==> src/rtl/count_bcd_display.sv <==
// count_bcd_display
// Converts a binary count to packed BCD with a sequential double-dabble
// engine (one iteration per clock) and drives a time-multiplexed
// common-cathode 7-segment display with leading-zero blanking.
module count_bcd_display #(
  parameter int WIDTH       = 8,
  parameter int DIGITS      = 3,
  parameter int REFRESH_DIV = 1024,
  parameter int ACTIVE_LOW  = 0
) (
  input  logic                  clk,
  input  logic                  rst,
  input  logic [WIDTH-1:0]      value_in,
  input  logic                  value_valid,
  output logic                  busy,
  output logic [4*DIGITS-1:0]   bcd_out,
  output logic                  bcd_valid,
  output logic [6:0]            seg,
  output logic                  dp,
  output logic [DIGITS-1:0]     digit_sel
);

  localparam int BCD_W  = 4 * DIGITS;
  localparam int ITER_W = $clog2(WIDTH + 1);
  localparam int CNT_W  = $clog2(REFRESH_DIV);
  localparam int IDX_W  = (DIGITS > 1) ? $clog2(DIGITS) : 1;

  typedef enum logic [1:0] {IDLE, SHIFT, DONE} state_t;

  state_t            state;
  logic [WIDTH-1:0]  bin_reg;
  logic [BCD_W-1:0]  scratch;
  logic [BCD_W-1:0]  scratch_adj;
  logic [ITER_W-1:0] iter;
  logic [CNT_W-1:0]  refresh_cnt;
  logic [IDX_W-1:0]  digit_idx;
  logic [DIGITS-1:0] lead_zero;
  logic              zero_run;
  logic [3:0]        nibble;
  logic              blank;
  logic [6:0]        seg_raw;
  logic [DIGITS-1:0] sel_raw;

  // Double-dabble correction: every scratch nibble of 5 or more gets +3
  // so that the following left shift carries correctly into the next digit.
  always_comb begin
    scratch_adj = scratch;
    for (int k = 0; k < DIGITS; k++) begin
      if (scratch[4*k +: 4] >= 4'd5) begin
        scratch_adj[4*k +: 4] = scratch[4*k +: 4] + 4'd3;
      end
    end
  end

  // Conversion FSM: capture in IDLE, WIDTH correct-and-shift steps, publish in DONE.
  always_ff @(posedge clk) begin
    if (rst) begin
      state     <= IDLE;
      bin_reg   <= '0;
      scratch   <= '0;
      iter      <= '0;
      bcd_out   <= '0;
      bcd_valid <= 1'b0;
    end else begin
      bcd_valid <= 1'b0;
      case (state)
        IDLE: begin
          if (value_valid) begin
            bin_reg <= value_in;
            scratch <= '0;
            iter    <= '0;
            state   <= SHIFT;
          end
        end
        SHIFT: begin
          scratch <= {scratch_adj[BCD_W-2:0], bin_reg[WIDTH-1]};
          bin_reg <= {bin_reg[WIDTH-2:0], 1'b0};
          iter    <= iter + 1'b1;
          if (iter == ITER_W'(WIDTH - 1)) begin
            state <= DONE;
          end
        end
        DONE: begin
          bcd_out   <= scratch;
          bcd_valid <= 1'b1;
          state     <= IDLE;
        end
        default: state <= IDLE;
      endcase
    end
  end

  assign busy = (state != IDLE);

  // Free-running display refresh: each digit stays selected for REFRESH_DIV clocks.
  always_ff @(posedge clk) begin
    if (rst) begin
      refresh_cnt <= '0;
      digit_idx   <= '0;
    end else if (refresh_cnt == CNT_W'(REFRESH_DIV - 1)) begin
      refresh_cnt <= '0;
      digit_idx   <= (digit_idx == IDX_W'(DIGITS - 1)) ? '0 : digit_idx + 1'b1;
    end else begin
      refresh_cnt <= refresh_cnt + 1'b1;
    end
  end

  // Mark each position whose digit and all higher digits are zero.
  always_comb begin
    zero_run  = 1'b1;
    lead_zero = '0;
    for (int k = DIGITS - 1; k >= 0; k--) begin
      zero_run     = zero_run & (bcd_out[4*k +: 4] == 4'd0);
      lead_zero[k] = zero_run;
    end
  end

  // Pick the selected digit from the published result; the ones digit is never blanked.
  always_comb begin
    nibble  = '0;
    blank   = 1'b0;
    sel_raw = '0;
    for (int k = 0; k < DIGITS; k++) begin
      if (digit_idx == IDX_W'(k)) begin
        nibble     = bcd_out[4*k +: 4];
        blank      = (k != 0) && lead_zero[k];
        sel_raw[k] = 1'b1;
      end
    end
  end

  // Segment decode, seg[0]=a .. seg[6]=g, active-high before polarity handling.
  always_comb begin
    case (nibble)
      4'd0:    seg_raw = 7'h3F;
      4'd1:    seg_raw = 7'h06;
      4'd2:    seg_raw = 7'h5B;
      4'd3:    seg_raw = 7'h4F;
      4'd4:    seg_raw = 7'h66;
      4'd5:    seg_raw = 7'h6D;
      4'd6:    seg_raw = 7'h7D;
      4'd7:    seg_raw = 7'h07;
      4'd8:    seg_raw = 7'h7F;
      4'd9:    seg_raw = 7'h6F;
      default: seg_raw = 7'h00;
    endcase
    if (blank) begin
      seg_raw = 7'h00;
    end
  end

  assign seg       = (ACTIVE_LOW != 0) ? ~seg_raw : seg_raw;
  assign digit_sel = (ACTIVE_LOW != 0) ? ~sel_raw : sel_raw;
  assign dp        = (ACTIVE_LOW != 0);

endmodule
==> config.mk <==
export PLATFORM = sky130hd
export DESIGN_NAME = count_bcd_display
export DESIGN_NICKNAME = d
export VERILOG_FILES = /design/src/rtl/count_bcd_display.sv
export SDC_FILE = /design/constraint.sdc
export NUM_CORES = 1
export LEC_CHECK = 0
export CAP_MARGIN = 20
export CORE_AREA = 2 2 80 63
export DETAILED_ROUTE_END_ITERATION = 10
export DIE_AREA = 0 0 82 65
export GPL_TIMING_DRIVEN = 0
export PLACE_DENSITY_LB_ADDON = 0.25
export SLEW_MARGIN = 20
export SYNTH_ARGS = -nofsm -noshare
export SYNTH_HDL_FRONTEND = slang
export SYNTH_SLANG_ARGS = --single-unit
==> constraint.sdc <==
create_clock -name clk -period 3.6 [get_ports clk]
set_clock_uncertainty 0.05 [all_clocks]
set_input_delay 0.36 -clock clk [delete_from_list [all_inputs] [get_ports clk]]
set_output_delay 0.36 -clock clk [all_outputs]
set_load 0.03 [all_outputs]
==> impl_metrics.toml, run 1 <==
[synthesis]
synth-xor-area-share_pct = 4.527
avgSynthCellArea_um2 = 8.192
synthSimpleGateAreaFrac_pct = 19.45
synth.area.mux_share_pct = 3.980
synthArstFlopShare_pct = 0
ys_seq_elements = 51
synthFlopType = "dfxtp_1"
syn_nets = 331
synth_top_family_by_area = "simple AND/OR/NAND/NOR gates"
yosysSeqAreaShare_pct = 40.60
synth_fa_ha_area_share_pct = 6.468
synth_cell_types = 42
syn_area_um2 = 2515
synth-edff-count = 0
synth_compound_gate_area_share_pct = 18.76
yosys_warnings = 0
postSynthCellCount = 307

[power_and_ir_drop]
netSwitchingFraction_pct = 23.72
p_seq_share_pct = 54.6
p_clk_share_pct = 38.3
total_power_uw = 1073
power_leakage_uw = 0.001164
power.switching_uw = 254.5
combPwrFrac_pct = 7.1
p_int_uw = 818.6
peakVddDrop_uv = 296.8
p_per_area_nw_per_um2 = 354.5

[timing]
grt_setup_unrepaired = "no"
max_clock_freq_mhz = 303.2
worstMarginPinSlew_ps = 547.1
hold_viol = 0
fin_crit_sh_pct = 91.62
slew_headroom_pct = 63.39
final_max_slew_viol_count = 0
setup_viol = 0
final.min_clock_period_ps = 3298
setup_tns_ps = 0

[die]
start_util_pct = 54.38
rows = 22
dieArea_um2 = 5330
core_area_um2 = 4624
fp.dieW_um = 82
fp.dieH_um = 65
io-pin-count = 36

[setup_path]
startpoint = "digit_idx[0]"
cp.arrival_ps = 2890
cp_max_fo = 9
r2r_setup_slack_ps = 2000
start_kind = "flip-flop"
criticalPathCategory = "flip-flop to primary output"
required_ps = 3190
r2r_start = "state[0]"
end_kind = "primary output"

[detailed_routing]
finalWirelength_um = 5317
viasPerCell = 5.278
dr_total_vias = 2148
drtIter0Drc = 93
ant_nets = 0
dr.pass1.iters = 4
wl_per_cell_um = 13.06
drc_errors = 0

[global_routing]
grt_overflow = 0
grt_max_degree = 18
grt_use_total_pct = 22.17
grt_pass1_wl_um = 9142
antenna_found_initial = 0
grt_pass1_vias = 1975

[clocking]
insertion_delay_ps = 310
clk_pin_slew_ps = 90
cts.sinks = 51
post-cts-setup-buffers = 0
cts_hold_buffers = 0
cts_buffer_depth = 2
cts_root_buffer = "clkbuf_8"
cts-resized-gates = 0
cts_tree = "done"
cts_buffers = 5
htreeDepth = 2

[status]
status = "finished, final reports clean"

[layout]
final_common_cell = "dfxtp_1"
areaGrowthSynthToFinish_pct = 20.35
drive_gt1_share_pct = 6.628
nets = 370
largest_registers = "bcd_out (12), scratch (12), refresh_cnt (10)"
diodes = 0
mostFrequentLayoutCells = "51 x dfxtp_1, 46 x nand2_1, 43 x nor2_1"

[placement]
gp_congestion = 0.8004
dpl.hpwl_um = 3917
port_buffers = 32

[min_path]
hold_path_startpoint = "value_valid"
hold_path.class = "input port to flip-flop"

[job]
maxCapViolCount = 0
## worst max-delay path, cell delays in order, from the launching register on
cell	delay, ps
dfxtp_1	320
buf_6	140
mux2i_1	110
o21ai_0	430
inv_1	160
ha_1	340
mux2_4	260
a21oi_1	130
clkdlybuf4s50_1	680
## cells by family after synthesis
group,count (synthesis)
AOI/OAI and AO/OA,73
xor gates and xnor gates,13
adders and majority gates,13
buffers and inverters,32
DFF,51
muxes,9
other,1
and+or+nand+nor,115
## power groups by stage
stage	clock network [uW]	registers (uW)	logic [uW]
floorplan	0	597	52.0
detailed placement	0	599	76.1
CTS	417	585	76.4
global route	443	588	86.8
finish	411	586	76.2
global placement	0	598	75.0
## through the flow
stage	area [um^2]	util [%]	hold WS, ps	setup slack [ps]	std cells
after floorplan	2515	-	380.2	1040	307
after global placement	2910	62.93	397.5	699.2	399
after detailed placement	2910	62.93	415.5	663.2	399
after CTS	3027	65.45	393.4	320.9	407
after global routing	3027	65.45	445.8	169.7	407
final	3027	65.45	400.4	301.6	407
## final cells by class
class,instances,area (um^2)
fillers,378,1598
multi-input cells,224,1341
flip-flops and latches,51,1021
repair buffers,32,320.3
plain buffers,17,96.34
well taps,60,75.07
clock buffers,5,68.82
inverters,15,56.30
clock inverters,3,47.55
## final timing paths
| kind | cells past startpoint | end |
|---|---|---|
| worst max-delay path | 8 | seg[3] |
| worst min-delay path | 4 | bin_reg[5] |
| worst max register to register | 6 | scratch[6] |
| worst min register to register | 1 | refresh_cnt[0] |
## per-layer routing
layer  track usage [%]  up-vias  wire [um]
li1                  -     1127          -
met1             31.56      976       2738
met2             33.74       35       2284
met3             4.596       10        218
met4             6.458        0         76
met5                 0        -          0
## cells in the mapped netlist (4+ instances only)
| library cell | number | area share (%) |
|---|---|---|
| dfxtp_1 | 51 | 41 |
| nand2_1 | 46 | 6.9 |
| nor2_1 | 43 | 6.4 |
| a21oi_1 | 24 | 4.8 |
| inv_1 | 15 | 2.2 |
| ha_1 | 13 | 6.5 |
| o21ai_0 | 12 | 2.4 |
| xnor2_1 | 8 | 2.8 |
| a22oi_1 | 7 | 2.1 |
| clkbuf_1 | 7 | 1.0 |
| mux2i_1 | 7 | 2.8 |
| nand3_1 | 7 | 1.4 |
| a211oi_1 | 6 | 1.8 |
| nor3_1 | 6 | 1.2 |
| buf_2 | 5 | 0.99 |
| xor2_1 | 5 | 1.7 |
| a21o_1 | 4 | 1.2 |
| nand2b_1 | 4 | 0.99 |
Power figures use the tool's default switching activity.
==> run 2, diff against run 1 <==
--- a/config.mk
+++ b/config.mk
@@ -6,9 +6,9 @@
 export NUM_CORES = 1
 export LEC_CHECK = 0
 export CAP_MARGIN = 20
-export CORE_AREA = 2 2 80 63
+export CORE_AREA = 2 2 85 67
 export DETAILED_ROUTE_END_ITERATION = 10
-export DIE_AREA = 0 0 82 65
+export DIE_AREA = 0 0 87 69
 export GPL_TIMING_DRIVEN = 0
 export PLACE_DENSITY_LB_ADDON = 0.25
 export SLEW_MARGIN = 20
==> run 2 against run 1 <==
Non-clock buffer count stayed put. Critical path depth stayed put. Utilization is 7.0 points lower. Critical path type unchanged. Global-route usage is 2.9 points lower.
==> impl_metrics.toml, run 2 (synthesis gave the netlist of run 1 again) <==
[status]
status = "finished, final reports clean"

[global_routing]
grt_pass1_vias = 1987
use_met1_pct = 28.57
grt_use_met3_pct = 3.593
grt_overflow = 0
grt_max_degree = 15
grt_use_total_pct = 19.29
antenna_found_initial = 0
grt_util_met2_pct = 28.50
grt_pass1_wl_um = 9446
gr-max-usage-layer = "met1"

[placement]
dpl.cell_count = 401
dpl.hpwl_um = 3982
placed_cell_area_um2 = 2913
pre_cts_slack_ps = 669.5
gp_congestion = 0.8233
port_buffers = 32

[setup_path]
crit_path_top_delay_cell = "clkdlybuf4s50_1"
max_stage_delay_ps = 680
cp_max_fo = 9
critPathBufInv = 3
end_kind = "primary output"
required_ps = 3190
criticalPathCategory = "flip-flop to primary output"
critical-path-top-delay-family = "buffers and inverters"
start_kind = "flip-flop"
worstPathCellList = "buf_6 -> mux2i_1 -> o21ai_0 -> inv_1 -> ha_1 -> mux2_4 -> a21oi_1 -> clkdlybuf4s50_1"
cp.arrival_ps = 2850

[clocking]
cts_tree = "done"
post-cts-setup-buffers = 0
clk_pin_slew_ps = 90
insertion_delay_ps = 300
cts_buffer_depth = 2
cts-resized-gates = 0
cts.sinks = 51
htreeDepth = 2
cts_hold_buffers = 0
cts_buffers = 5
cts_root_buffer = "clkbuf_8"

[layout]
areaGrowthSynthToFinish_pct = 19.80
nets = 370
multi_input_area_um2 = 1341
largest_registers = "bcd_out (12), scratch (12), refresh_cnt (10)"
diodes = 0
mostFrequentLayoutCells = "51 x dfxtp_1, 46 x nand2_1, 43 x nor2_1"
fin_area_um2 = 3013
num-fill-cells = 488
regArea_um2 = 1021
drive_gt1_share_pct = 6.340
final_common_cell = "dfxtp_1"
final_cells = 409

[timing]
layout_setup_ws_ps = 341.8
worstMarginPinSlew_ps = 542.6
hold_viol = 0
max_clock_freq_mhz = 306.9
setup_tns_ps = 0
final_max_slew_viol_count = 0
grt_setup_unrepaired = "no"
slew_headroom_pct = 63.83
final.min_clock_period_ps = 3258
setup_viol = 0
fin_crit_sh_pct = 90.50
whs_ps = 414.1

[die]
start_util_pct = 48.82
dieArea_um2 = 6003
io-pin-count = 36
rows = 23
fp.dieH_um = 69
fp.dieW_um = 87
core_area_um2 = 5151

[min_path]
hold_path.class = "input port to flip-flop"

[detailed_routing]
viasPerCell = 5.281
dr.pass1.iters = 6
drtIter0Drc = 137
dr_total_vias = 2160
drc_errors = 0
ant_nets = 0
finalWirelength_um = 5441
wl_per_cell_um = 13.30

[power_and_ir_drop]
power_leakage_uw = 0.001157
p_per_area_nw_per_um2 = 338.8
peakVddDrop_uv = 152.1

[job]
maxCapViolCount = 0
==> run 2: path summary, 6_finish.rpt <==
| path | cells after the start | endpoint | slack, ps | start |
|---|---|---|---|---|
| worst min register to register | 2 | bin_reg[6] | 430 | bin_reg[6] |
| worst max-delay path | 8 | seg[3] | 340 | digit_idx[0] |
| worst max register to register | 5 | refresh_cnt[6] | 2030 | refresh_cnt[0] |
| worst min-delay path | 4 | bin_reg[5] | 410 | value_valid |
==> run 2: area by class of cell <==
type	count	share of cell area [%]
Multi-Input combinational cell	224	44.52
Clock buffer	8	3.322
Inverter	15	1.869
Buffer	17	3.198
Timing Repair Buffer	32	10.63
Tap cell	62	2.575
Sequential cell	51	33.89
==> run 2: worst reg2reg max path: stages (launching register included) <==
cell	delay, ps
dfxtp_1	390
ha_1	230
and2_1	190
nand4_1	210
nand2b_1	290
nor2_1	90
==> run 2: report_power, final <==
part | internal (uW) | leakage [uW] | total (uW) | switching (uW)
combinational | 30.6 | 0.000692 | 77.2 | 46.6
clock | 176 | 0.0000515 | 358 | 182
sequential | 577 | 0.000414 | 586 | 8.94
==> run 2: layer usage <==
layer  vias to the layer above  routed length [um]  share of wire [%]
met3                         6                 152                2.8
met1                       997                2805                 52
met5                         -                   0                  0
li1                       1129                   -                  -
met2                        28                2440                 45
met4                         0                  42               0.77
==> run 2: per-stage QoR <==
step	utilization, %	total power (uW)
final	58.49	1021
after global routing	58.49	1061
after CTS	58.49	1026
after detailed placement	56.55	676.0
after global placement	56.55	674.1
after floorplan	-	648.7
==> run 3, diff against run 2 <==
--- a/config.mk
+++ b/config.mk
@@ -11,6 +11,7 @@
 export DIE_AREA = 0 0 87 69
 export GPL_TIMING_DRIVEN = 0
 export PLACE_DENSITY_LB_ADDON = 0.25
+export SETUP_SLACK_MARGIN = 0.05
 export SLEW_MARGIN = 20
 export SYNTH_ARGS = -nofsm -noshare
 export SYNTH_HDL_FRONTEND = slang
==> results of run 3 <==
Same layout as run 2: the final DEF is identical, and so are final timing and power.
